**src/rtl/shift_pkg.sv**
```systemverilog
// Shared types and constants for the multi-cycle shift sequencer.
package shift_pkg;

    localparam int DATA_W   = 64;
    localparam int AMT_W    = 6;

    localparam int STAGE_16 = 16;
    localparam int STAGE_4  = 4;
    localparam int STAGE_1  = 1;

    typedef enum logic [1:0] {
        IDLE  = 2'd0,
        SHIFT = 2'd1,
        DONE  = 2'd2
    } state_t;

endpackage

```
**src/rtl/shift_stage_mux.sv**
```systemverilog
// Combinational selection of one fixed-distance shift stage (16, 4 or 1) from the remaining amount.
module shift_stage_mux
    import shift_pkg::*;
(
    input  logic [DATA_W-1:0] data,
    input  logic [AMT_W-1:0]  rem,
    input  logic              rot,
    output logic [DATA_W-1:0] data_next,
    output logic [AMT_W-1:0]  rem_next
);

    logic [STAGE_16-1:0] fill_16;
    logic [STAGE_4-1:0]  fill_4;
    logic                fill_1;

    // Rotate refills from the bits leaving the top; otherwise zero-fill.
    assign fill_16 = rot ? data[DATA_W-1 -: STAGE_16] : '0;
    assign fill_4  = rot ? data[DATA_W-1 -: STAGE_4]  : '0;
    assign fill_1  = rot ? data[DATA_W-1]             : 1'b0;

    always_comb begin
        data_next = {data[DATA_W-STAGE_1-1:0], fill_1};
        rem_next  = rem - AMT_W'(STAGE_1);
        if (rem >= AMT_W'(STAGE_16)) begin
            data_next = {data[DATA_W-STAGE_16-1:0], fill_16};
            rem_next  = rem - AMT_W'(STAGE_16);
        end else if (rem >= AMT_W'(STAGE_4)) begin
            data_next = {data[DATA_W-STAGE_4-1:0], fill_4};
            rem_next  = rem - AMT_W'(STAGE_4);
        end
    end

endmodule

```
**src/rtl/shift_sequencer.sv**
```systemverilog
// Multi-cycle 64-bit left shifter time-sharing one 16/4/1 stage mux under a valid/ready FSM.
// Optional rotate mode is enabled with the SHIFT_SEQ_ROTATE_EN macro.
module shift_sequencer
    import shift_pkg::*;
(
    input  logic              clock,
    input  logic              reset_n,
    input  logic              in_valid,
    output logic              in_ready,
    input  logic [DATA_W-1:0] in_data,
    input  logic [AMT_W-1:0]  in_amt,
`ifdef SHIFT_SEQ_ROTATE_EN
    input  logic              rotate,
`endif
    output logic              out_valid,
    input  logic              out_ready,
    output logic [DATA_W-1:0] out_data,
    output logic              busy
);

    state_t            state;
    state_t            state_next;
    logic [DATA_W-1:0] data_q;
    logic [AMT_W-1:0]  rem_q;
    logic [DATA_W-1:0] stage_data;
    logic [AMT_W-1:0]  stage_rem;
    logic              rot_sel;
    logic              accept;

    assign accept = (state == IDLE) && in_valid;

`ifdef SHIFT_SEQ_ROTATE_EN
    logic rot_q;

    always_ff @(posedge clock or negedge reset_n) begin
        if (!reset_n) begin
            rot_q <= 1'b0;
        end else if (accept) begin
            rot_q <= rotate;
        end
    end

    assign rot_sel = rot_q;
`else
    assign rot_sel = 1'b0;
`endif

    shift_stage_mux u_stage (
        .data      (data_q),
        .rem       (rem_q),
        .rot       (rot_sel),
        .data_next (stage_data),
        .rem_next  (stage_rem)
    );

    always_ff @(posedge clock or negedge reset_n) begin
        if (!reset_n) begin
            state <= IDLE;
        end else begin
            state <= state_next;
        end
    end

    always_comb begin
        state_next = state;
        case (state)
            IDLE:    if (in_valid) state_next = (in_amt != '0) ? SHIFT : DONE;
            SHIFT:   if (stage_rem == '0) state_next = DONE;
            DONE:    if (out_ready) state_next = IDLE;
            default: state_next = IDLE;
        endcase
    end

    always_ff @(posedge clock or negedge reset_n) begin
        if (!reset_n) begin
            data_q <= '0;
            rem_q  <= '0;
        end else if (accept) begin
            data_q <= in_data;
            rem_q  <= in_amt;
        end else if (state == SHIFT) begin
            data_q <= stage_data;
            rem_q  <= stage_rem;
        end
    end

    assign in_ready  = (state == IDLE);
    assign out_valid = (state == DONE);
    assign busy      = (state != IDLE);
    // Expose the result only while it is valid so the bus reads zero otherwise.
    assign out_data  = (state == DONE) ? data_q : '0;

endmodule

```
**config.mk**
```make
export PLATFORM = sky130hd
export DESIGN_NAME = shift_sequencer
export DESIGN_NICKNAME = d
export VERILOG_FILES = /design/src/rtl/shift_pkg.sv /design/src/rtl/shift_stage_mux.sv /design/src/rtl/shift_sequencer.sv
export SDC_FILE = /design/constraint.sdc
export NUM_CORES = 1
export LEC_CHECK = 0
export ABC_AREA = 1
export BUFFER_PORTS_ARGS = -buffer_cell sky130_fd_sc_hd__buf_2
export CAP_MARGIN = 20
export CELL_PAD_IN_SITES_DETAIL_PLACEMENT = 1
export CELL_PAD_IN_SITES_GLOBAL_PLACEMENT = 1
export CORE_MARGIN = 2
export CORE_UTILIZATION = 42
export CTS_CLUSTER_SIZE = 14
export DETAILED_ROUTE_END_ITERATION = 8
export GPL_TIMING_DRIVEN = 0
export PLACE_DENSITY = 0.86
export SKIP_LAST_GASP = 1
export SYNTH_ARGS = -nofsm -noshare
export SYNTH_HDL_FRONTEND = slang
export SYNTH_HIERARCHICAL = 1
export SYNTH_SLANG_ARGS = --single-unit
```
**constraint.sdc**
```tcl
create_clock -name clock -period 3.2 [get_ports clock]
set_input_delay 0.32 -clock clock [delete_from_list [all_inputs] [get_ports clock]]
set_output_delay 0.32 -clock clock [all_outputs]
set_load 0.02 [all_outputs]
```
==> results of run 1 <==
through the flow:
step | instance area [sq um] | instances
2_1_floorplan | 5870 | 826
3_3_place_gp | 6790 | 1145
3_5_place_dp | 6810 | 1146
4_1_cts | 7150 | 1163
5_1_grt | 7150 | 1163
6_report | 7150 | 1163
logic make-up after synthesis:
kind of cell    count (synthesis)  synth area share
fa+ha+maj                       6            0.0128
other cells                     1          0.000640
compound gates                257             0.305
flops                          72             0.308
buf+inv                       202             0.157
xor+xnor                        5           0.00748
simple gates                  279             0.209
final cells by class:
| cell class | instances | area share |
|---|---|---|
| multi-input combinational | 552 | 0.440 |
| sequential | 72 | 0.252 |
| timing repair buffer | 141 | 0.102 |
| inverter | 139 | 0.0734 |
| buffer | 63 | 0.0557 |
| clock buffer | 10 | 0.0334 |
| tap | 180 | 0.0315 |
| clock inverter | 6 | 0.0116 |
synth_stat cells, drive strengths merged:
library cell,instances
o21ai,125
nand4,2
o22ai,3
or2,1
buf,42
nand3b,1
clkbuf,21
dfrtp,72
nor2,79
o211ai,66
ha,6
nand2,108
nand3,88
xnor2,1
inv,139
xor2,4
a21oi,63
conb,1
layer usage:
layer | GRT usage | up-vias
met5 | 0 | -
met4 | 0.0999 | 0
met3 | 0.0300 | 34
met2 | 0.486 | 215
met1 | 0.403 | 3111
li1 | - | 3032
registers in the layout (all words and copies together) (netlist names):
name and count:
data_q 64, rem_q 6, state 2
cells in the final DEF, fill, tap and decap left out, types with 2 or more instances in the layout:
| cell type | synthesis | layout |
|---|---|---|
| inv_1 | 132 | 132 |
| inv_2 | 6 | 6 |
| a21oi_2 | 8 | 8 |
| clkinv_2 | 0 | 3 |
| nand2_1 | 106 | 106 |
| o211ai_1 | 6 | 6 |
| o22ai_1 | 3 | 3 |
| buf_1 | 5 | 5 |
| o21ai_0 | 21 | 21 |
| buf_4 | 1 | 2 |
| a21oi_1 | 55 | 55 |
| xor2_1 | 4 | 4 |
| clkbuf_1 | 21 | 21 |
| buf_2 | 18 | 156 |
| conb_1 | 1 | 5 |
| dfrtp_1 | 72 | 72 |
| o211ai_2 | 60 | 60 |
| o21ai_1 | 104 | 104 |
| nand3_1 | 87 | 87 |
| nand4_1 | 2 | 2 |
| bufinv_16 | 0 | 2 |
| clkbuf_16 | 0 | 9 |
| buf_6 | 18 | 18 |
| ha_1 | 6 | 6 |
| nor2_1 | 76 | 76 |
where the power goes:
group,total [W],switching (W),internal [W]
sequential,0.00184,0.000465,0.00138
clock,0.00113,0.000426,0.000700
combinational,0.00572,0.00378,0.00194
worst reg2reg max path, cell delays in order, from the launching register on:
cell and delay (ns):
dfrtp_1 0.41, inv_1 0.15, ha_1 0.25, inv_2 0.04, nand2_1 0.06, nand3_2 0.13, buf_2 0.22, inv_2 0.16
nand2_1 0.14, xor2_1 0.18, nor2_1 0.10, nand3_1 0.13, a21oi_1 0.14, nand2_1 0.06, nand2_1 0.05
worst paths after layout:
path / start / slack, ns / cells after the start / endpoint
worst min register to register: rem_q[0]$_DFFE_PN0P_ / 0.53 / 2 / rem_q[0]$_DFFE_PN0P_
max in group asynchronous: reset_n / 2.12 / 3 / data_q[4]$_DFFE_PN0P_
worst min-delay path: in_data[19] / 0.22 / 3 / data_q[19]$_DFFE_PN0P_
min in group asynchronous: reset_n / 0.48 / 2 / data_q[39]$_DFFE_PN0P_
worst max register to register: rem_q[2]$_DFFE_PN0P_ / 0.90 / 14 / state[1]$_DFFE_PN0P_
worst max-delay path: rem_q[2]$_DFFE_PN0P_ / 0.90 / 14 / state[1]$_DFFE_PN0P_
==> out/qor.yml, run 1 <==
run_status:
  status: "finished, final reports clean"
cells_and_area:
  nets: 1058
  multiInputGateArea_sq_um: 3150
  final_util: 0.519
  n_antenna_cell: 0
  drive_gt1_frac: 0.280
  syn2layout_area_growth_pct: 22.0
  regArea_sq_um: 1800
  fillers: 1865
global_route:
  grt_max_degree: 38
  grt_pass1_wl_um: 33300
  grt_usage: 0.295
  antenna_found_initial: 0
  gr-total-overflow: 0
  grt_pass1_vias: 6218
placed_design:
  pre_cts_ws_ns: 0.943
  dpl.hpwl_um: 16800
  place_congestion: 0.938
  port_buffers: 139
critical_path:
  critical_path.max_stage_delay_ns: 0.41
  slowest_stage: "dfrtp_1"
  critPathRequiredTime_ns: 3.49
  crit_top_cell: "nand2_1"
  path_class: "flip-flop to flip-flop"
  crit_family: "simple AND/OR/NAND/NOR gates"
  critPathMaxFanout: 10
  endpoint_kind: "flip-flop"
  worst_setup_path_start_kind: "flip-flop"
  critPathBufInv: 4
  cp.arrival_ns: 2.60
  path_cells: "inv_1 -> ha_1 -> inv_2 -> nand2_1 -> nand3_2 -> buf_2 -> inv_2 -> nand2_1 -> xor2_1 -> nor2_1 -> nand3_1 -> a21oi_1 -> nand2_1 -> nand2_1"
sta:
  slew_headroom: 0.614
  tns_ns: 0
  hold_viol: 0
  slew_violations: 0
  skew_ns: 0.00853
  setup_viol: 0
  fmax_ghz: 0.434
  worst_slack_ns: 0.896
  timing.hold.ws_ns: 0.224
  min_period_ns: 2.30
  period_share: 0.720
  rsz0062_at_grt: "no"
  tightest_slew_ns: 0.579
clocking:
  clockBufferDepth: 2
  root_buffer: "clkbuf_16"
  postCtsSetupRepairBufs: 0
  worst_skew_pair.late_latency_ns: 0.36
  cts_tree: "yes"
  cts.htree.levels: 3
  cts.clk_slew.worst_paths_ns: 0.06
  cts_resized: 0
  numCtsBuffers: 9
  cts_hold_buf: 1
  cts.sinks: 72
routing:
  post_drt_wl_per_cell_um: 18.6
  drc: 0
  postRouteAntennaNets: 0
  wl_met2_um: 10200
  routed_via_density: 5.50
  top_layer_used: "met4"
  drt-initial-drc-count: 391
  wirelength_um: 21700
  wl_met1_um: 9770
  wl_met3_um: 1170
  vias: 6392
  first_pass_iters: 5
synth:
  synthCells: 822
  synth_top_area_share: 0.308
  synth_cell_types: 32
  syn_area_per_cell_sq_um: 7.12
  yosysWarnings: 6
  ys_seq_area_frac: 0.308
  yosysTopAreaCell: "dfrtp_1"
  netlist_top_cells_area: "dfrtp_1 (31%), o211ai_2 (13%), o21ai_1 (8.9%), inv_1 (8.5%), nand3_1 (7.4%)"
  synth_seq_cells: 72
  synth_area_sq_um: 5860
pwr:
  power_w: 0.00869
  ir_drop_uv: 519
  p_leak_nw: 3.61
  powerDensity_nw_per_um2: 1220
worst_hold_path:
  hold_class: "primary input to flip-flop"
die:
  rows: 43
  die_area_sq_um: 14900
  floorplan.core_area_sq_um: 13800
  start_util: 0.425
  die_w_um: 122
  dieHeight_um: 122
  boundaryPins: 141
job:
  cap_violations: 0
No activity file was read; power rests on OpenSTA's default activity.
==> run 2: changes to the inputs <==
--- a/config.mk
+++ b/config.mk
@@ -11,11 +11,11 @@
 export CELL_PAD_IN_SITES_DETAIL_PLACEMENT = 1
 export CELL_PAD_IN_SITES_GLOBAL_PLACEMENT = 1
 export CORE_MARGIN = 2
-export CORE_UTILIZATION = 42
+export CORE_UTILIZATION = 39
 export CTS_CLUSTER_SIZE = 14
 export DETAILED_ROUTE_END_ITERATION = 8
 export GPL_TIMING_DRIVEN = 0
-export PLACE_DENSITY = 0.86
+export PLACE_DENSITY = 0.81
 export SKIP_LAST_GASP = 1
 export SYNTH_ARGS = -nofsm -noshare
 export SYNTH_HDL_FRONTEND = slang
==> constraint.sdc (replaced) <==
create_clock -name clock -period 2.3 [get_ports clock]
set_input_delay 0.23 -clock clock [delete_from_list [all_inputs] [get_ports clock]]
set_output_delay 0.23 -clock clock [all_outputs]
set_load 0.02 [all_outputs]
==> out/qor.yml, run 2 (synthesis gave the netlist of run 1 again) <==
run_status:
  status: "finished, final reports clean"
critical_path:
  crit_top_cell: "nand2_1"
  reg2reg_to: "state[1]$_DFFE_PN0P_"
  worstReg2RegStart: "rem_q[4]$_DFFE_PN0P_"
  reg2reg_slack_ns: 0.09
  r2r_cells: 10
  critPathBufInv: 3
  critPathMaxFanout: 10
  endpoint_kind: "flip-flop"
  endpoint: "state[1]$_DFFE_PN0P_"
  critical_path.max_stage_delay_ns: 0.42
  worst_setup_path_start_kind: "flip-flop"
  slowest_stage: "dfrtp_1"
  path_class: "flip-flop to flip-flop"
  cp_num_cells: 10
  cp.arrival_ns: 2.50
  startpoint: "rem_q[4]$_DFFE_PN0P_"
  critPathRequiredTime_ns: 2.59
  path_cells: "inv_1 -> ha_1 -> clkbuf_4 -> clkbuf_1 -> o21ai_0 -> nor2_1 -> nand3_1 -> a21oi_1 -> nand2_1 -> nand2_1"
  crit_family: "buffers and inverters"
die:
  start_util: 0.401
  die_w_um: 127
  boundaryPins: 141
  floorplan.core_area_sq_um: 14600
  die_area_sq_um: 16000
  dieHeight_um: 127
  rows: 44
routing:
  routed_via_density: 5.41
  wirelength_um: 21800
  drt-initial-drc-count: 492
  drc: 0
  post_drt_wl_per_cell_um: 18.7
  postRouteAntennaNets: 0
  vias: 6324
  first_pass_iters: 5
cells_and_area:
  final_cell_mix: "buf_2 (153), inv_1 (131), nand2_1 (106), o21ai_1 (104), nand3_1 (87)"
  largest_reg_flops: 64
  top_register: "data_q"
  instances_no_fill: 1169
  drive_gt1_frac: 0.285
  reg_top3: "data_q (64), rem_q (6), state (2)"
  layout_commonest_cell: "buf_2"
  final_area_sq_um: 7230
  nets: 1060
  syn2layout_area_growth_pct: 23.5
  n_antenna_cell: 0
placed_design:
  place_congestion: 0.924
  dpl_cell_area_sq_um: 6820
  dpl.hpwl_um: 17000
  port_buffers: 139
  pre_cts_ws_ns: -0.00255
  dp.cells: 1150
global_route:
  gr-total-overflow: 0
  antenna_found_initial: 0
  grt_usage: 0.274
  grt_max_degree: 38
  grt_pass1_wl_um: 34300
  grt_pass1_vias: 6498
pwr:
  ir_drop_uv: 745
  powerDensity_nw_per_um2: 1710
  power_w: 0.0124
  p_leak_nw: 3.65
sta:
  slew_headroom: 0.607
  period_share: 0.960
  rsz0062_at_grt: "yes"
  hold_viol: 0
  slew_violations: 0
  setup_viol: 0
  worst_slack_ns: 0.0911
  tightest_slew_ns: 0.590
  min_period_ns: 2.21
  fmax_ghz: 0.453
  skew_ns: 0.00519
clocking:
  cts.htree.levels: 3
  root_buffer: "clkbuf_16"
  cts_tree: "yes"
  numCtsBuffers: 9
  worst_skew_pair.late_latency_ns: 0.35
  cts.clk_slew.worst_paths_ns: 0.06
  cts.sinks: 72
  clockBufferDepth: 2
job:
  cap_violations: 0
worst_hold_path:
  hold_class: "primary input to flip-flop"
run 2: changes by cell type in the layout (fill, tap and decap cells not counted), sizes merged:
| cell | before | now |
|---|---|---|
| bufinv | 2 | 4 |
| clkinv | 3 | 2 |
| clkbuf | 31 | 32 |
| clkinvlp | 1 | 0 |
| inv | 139 | 140 |
run 2: area by class of cell:
| class | count | area (sq um) |
|---|---|---|
| fill | 1945 | 7360 |
| multi-input combinational | 552 | 3150 |
| sequential | 72 | 1800 |
| timing repair buffer | 143 | 743 |
| inverter | 139 | 527 |
| buffer | 63 | 412 |
| tap | 184 | 230 |
| clock buffer | 9 | 225 |
| clock inverter | 7 | 143 |
run 2: power breakdown:
| group | switching, W | internal, W | leakage [nW] |
|---|---|---|---|
| Clock | 0.000618 | 0.00117 | 0.180 |
| Sequential | 0.000656 | 0.00192 | 0.893 |
| Combinational | 0.00527 | 0.00275 | 2.58 |
run 2: how the worst min path moves through the flow:
stage / start / end / slack [ns] / cells after the start
detailed placement: reset_n / data_q[41]$_DFFE_PN0P_ / 0.24 / 1
global placement: in_data[44] / data_q[44]$_DFFE_PN0P_ / 0.50 / 3
CTS: in_data[8] / data_q[8]$_DFFE_PN0P_ / 0.13 / 3
floorplan: reset_n / data_q[0]$_DFFE_PN0P_ / -0.07 / 0
global route: in_data[1] / data_q[1]$_DFFE_PN0P_ / 0.15 / 3
finish: in_data[8] / data_q[8]$_DFFE_PN0P_ / 0.13 / 3
run 2: tightest hold or removal path, stage by stage:
cell and delay [ns]:
buf_2 0.07, nand3_1 0.08, o211ai_2 0.07
run 2: timing repair:
item / in CTS / in global routing
hold buffers: 1 / 0
endpoints found under the hold margin: 36 / 0
endpoints found under the setup margin: 1 / 6
setup buffers: 0 / 2
gates resized for setup: 1 / 10
run 2: metal layers:
metal	share of wire	up-vias	GRT usage	routed length [um]
met4	0.022	0	0.0899	482
met5	0	-	0	0
met1	0.46	3070	0.377	9980
met3	0.047	30	0.0325	1030
li1	-	3027	-	-
met2	0.47	197	0.450	10400
run 2: metrics by stage:
stage	hold WS [ns]	utilization	TNS [ns]
after floorplan	-0.0656	-	0
after global placement	0.497	0.466	0
after detailed placement	0.238	0.467	-0.00255
after CTS	0.131	0.493	0
after global routing	0.146	0.496	-0.0451
final	0.133	0.496	0
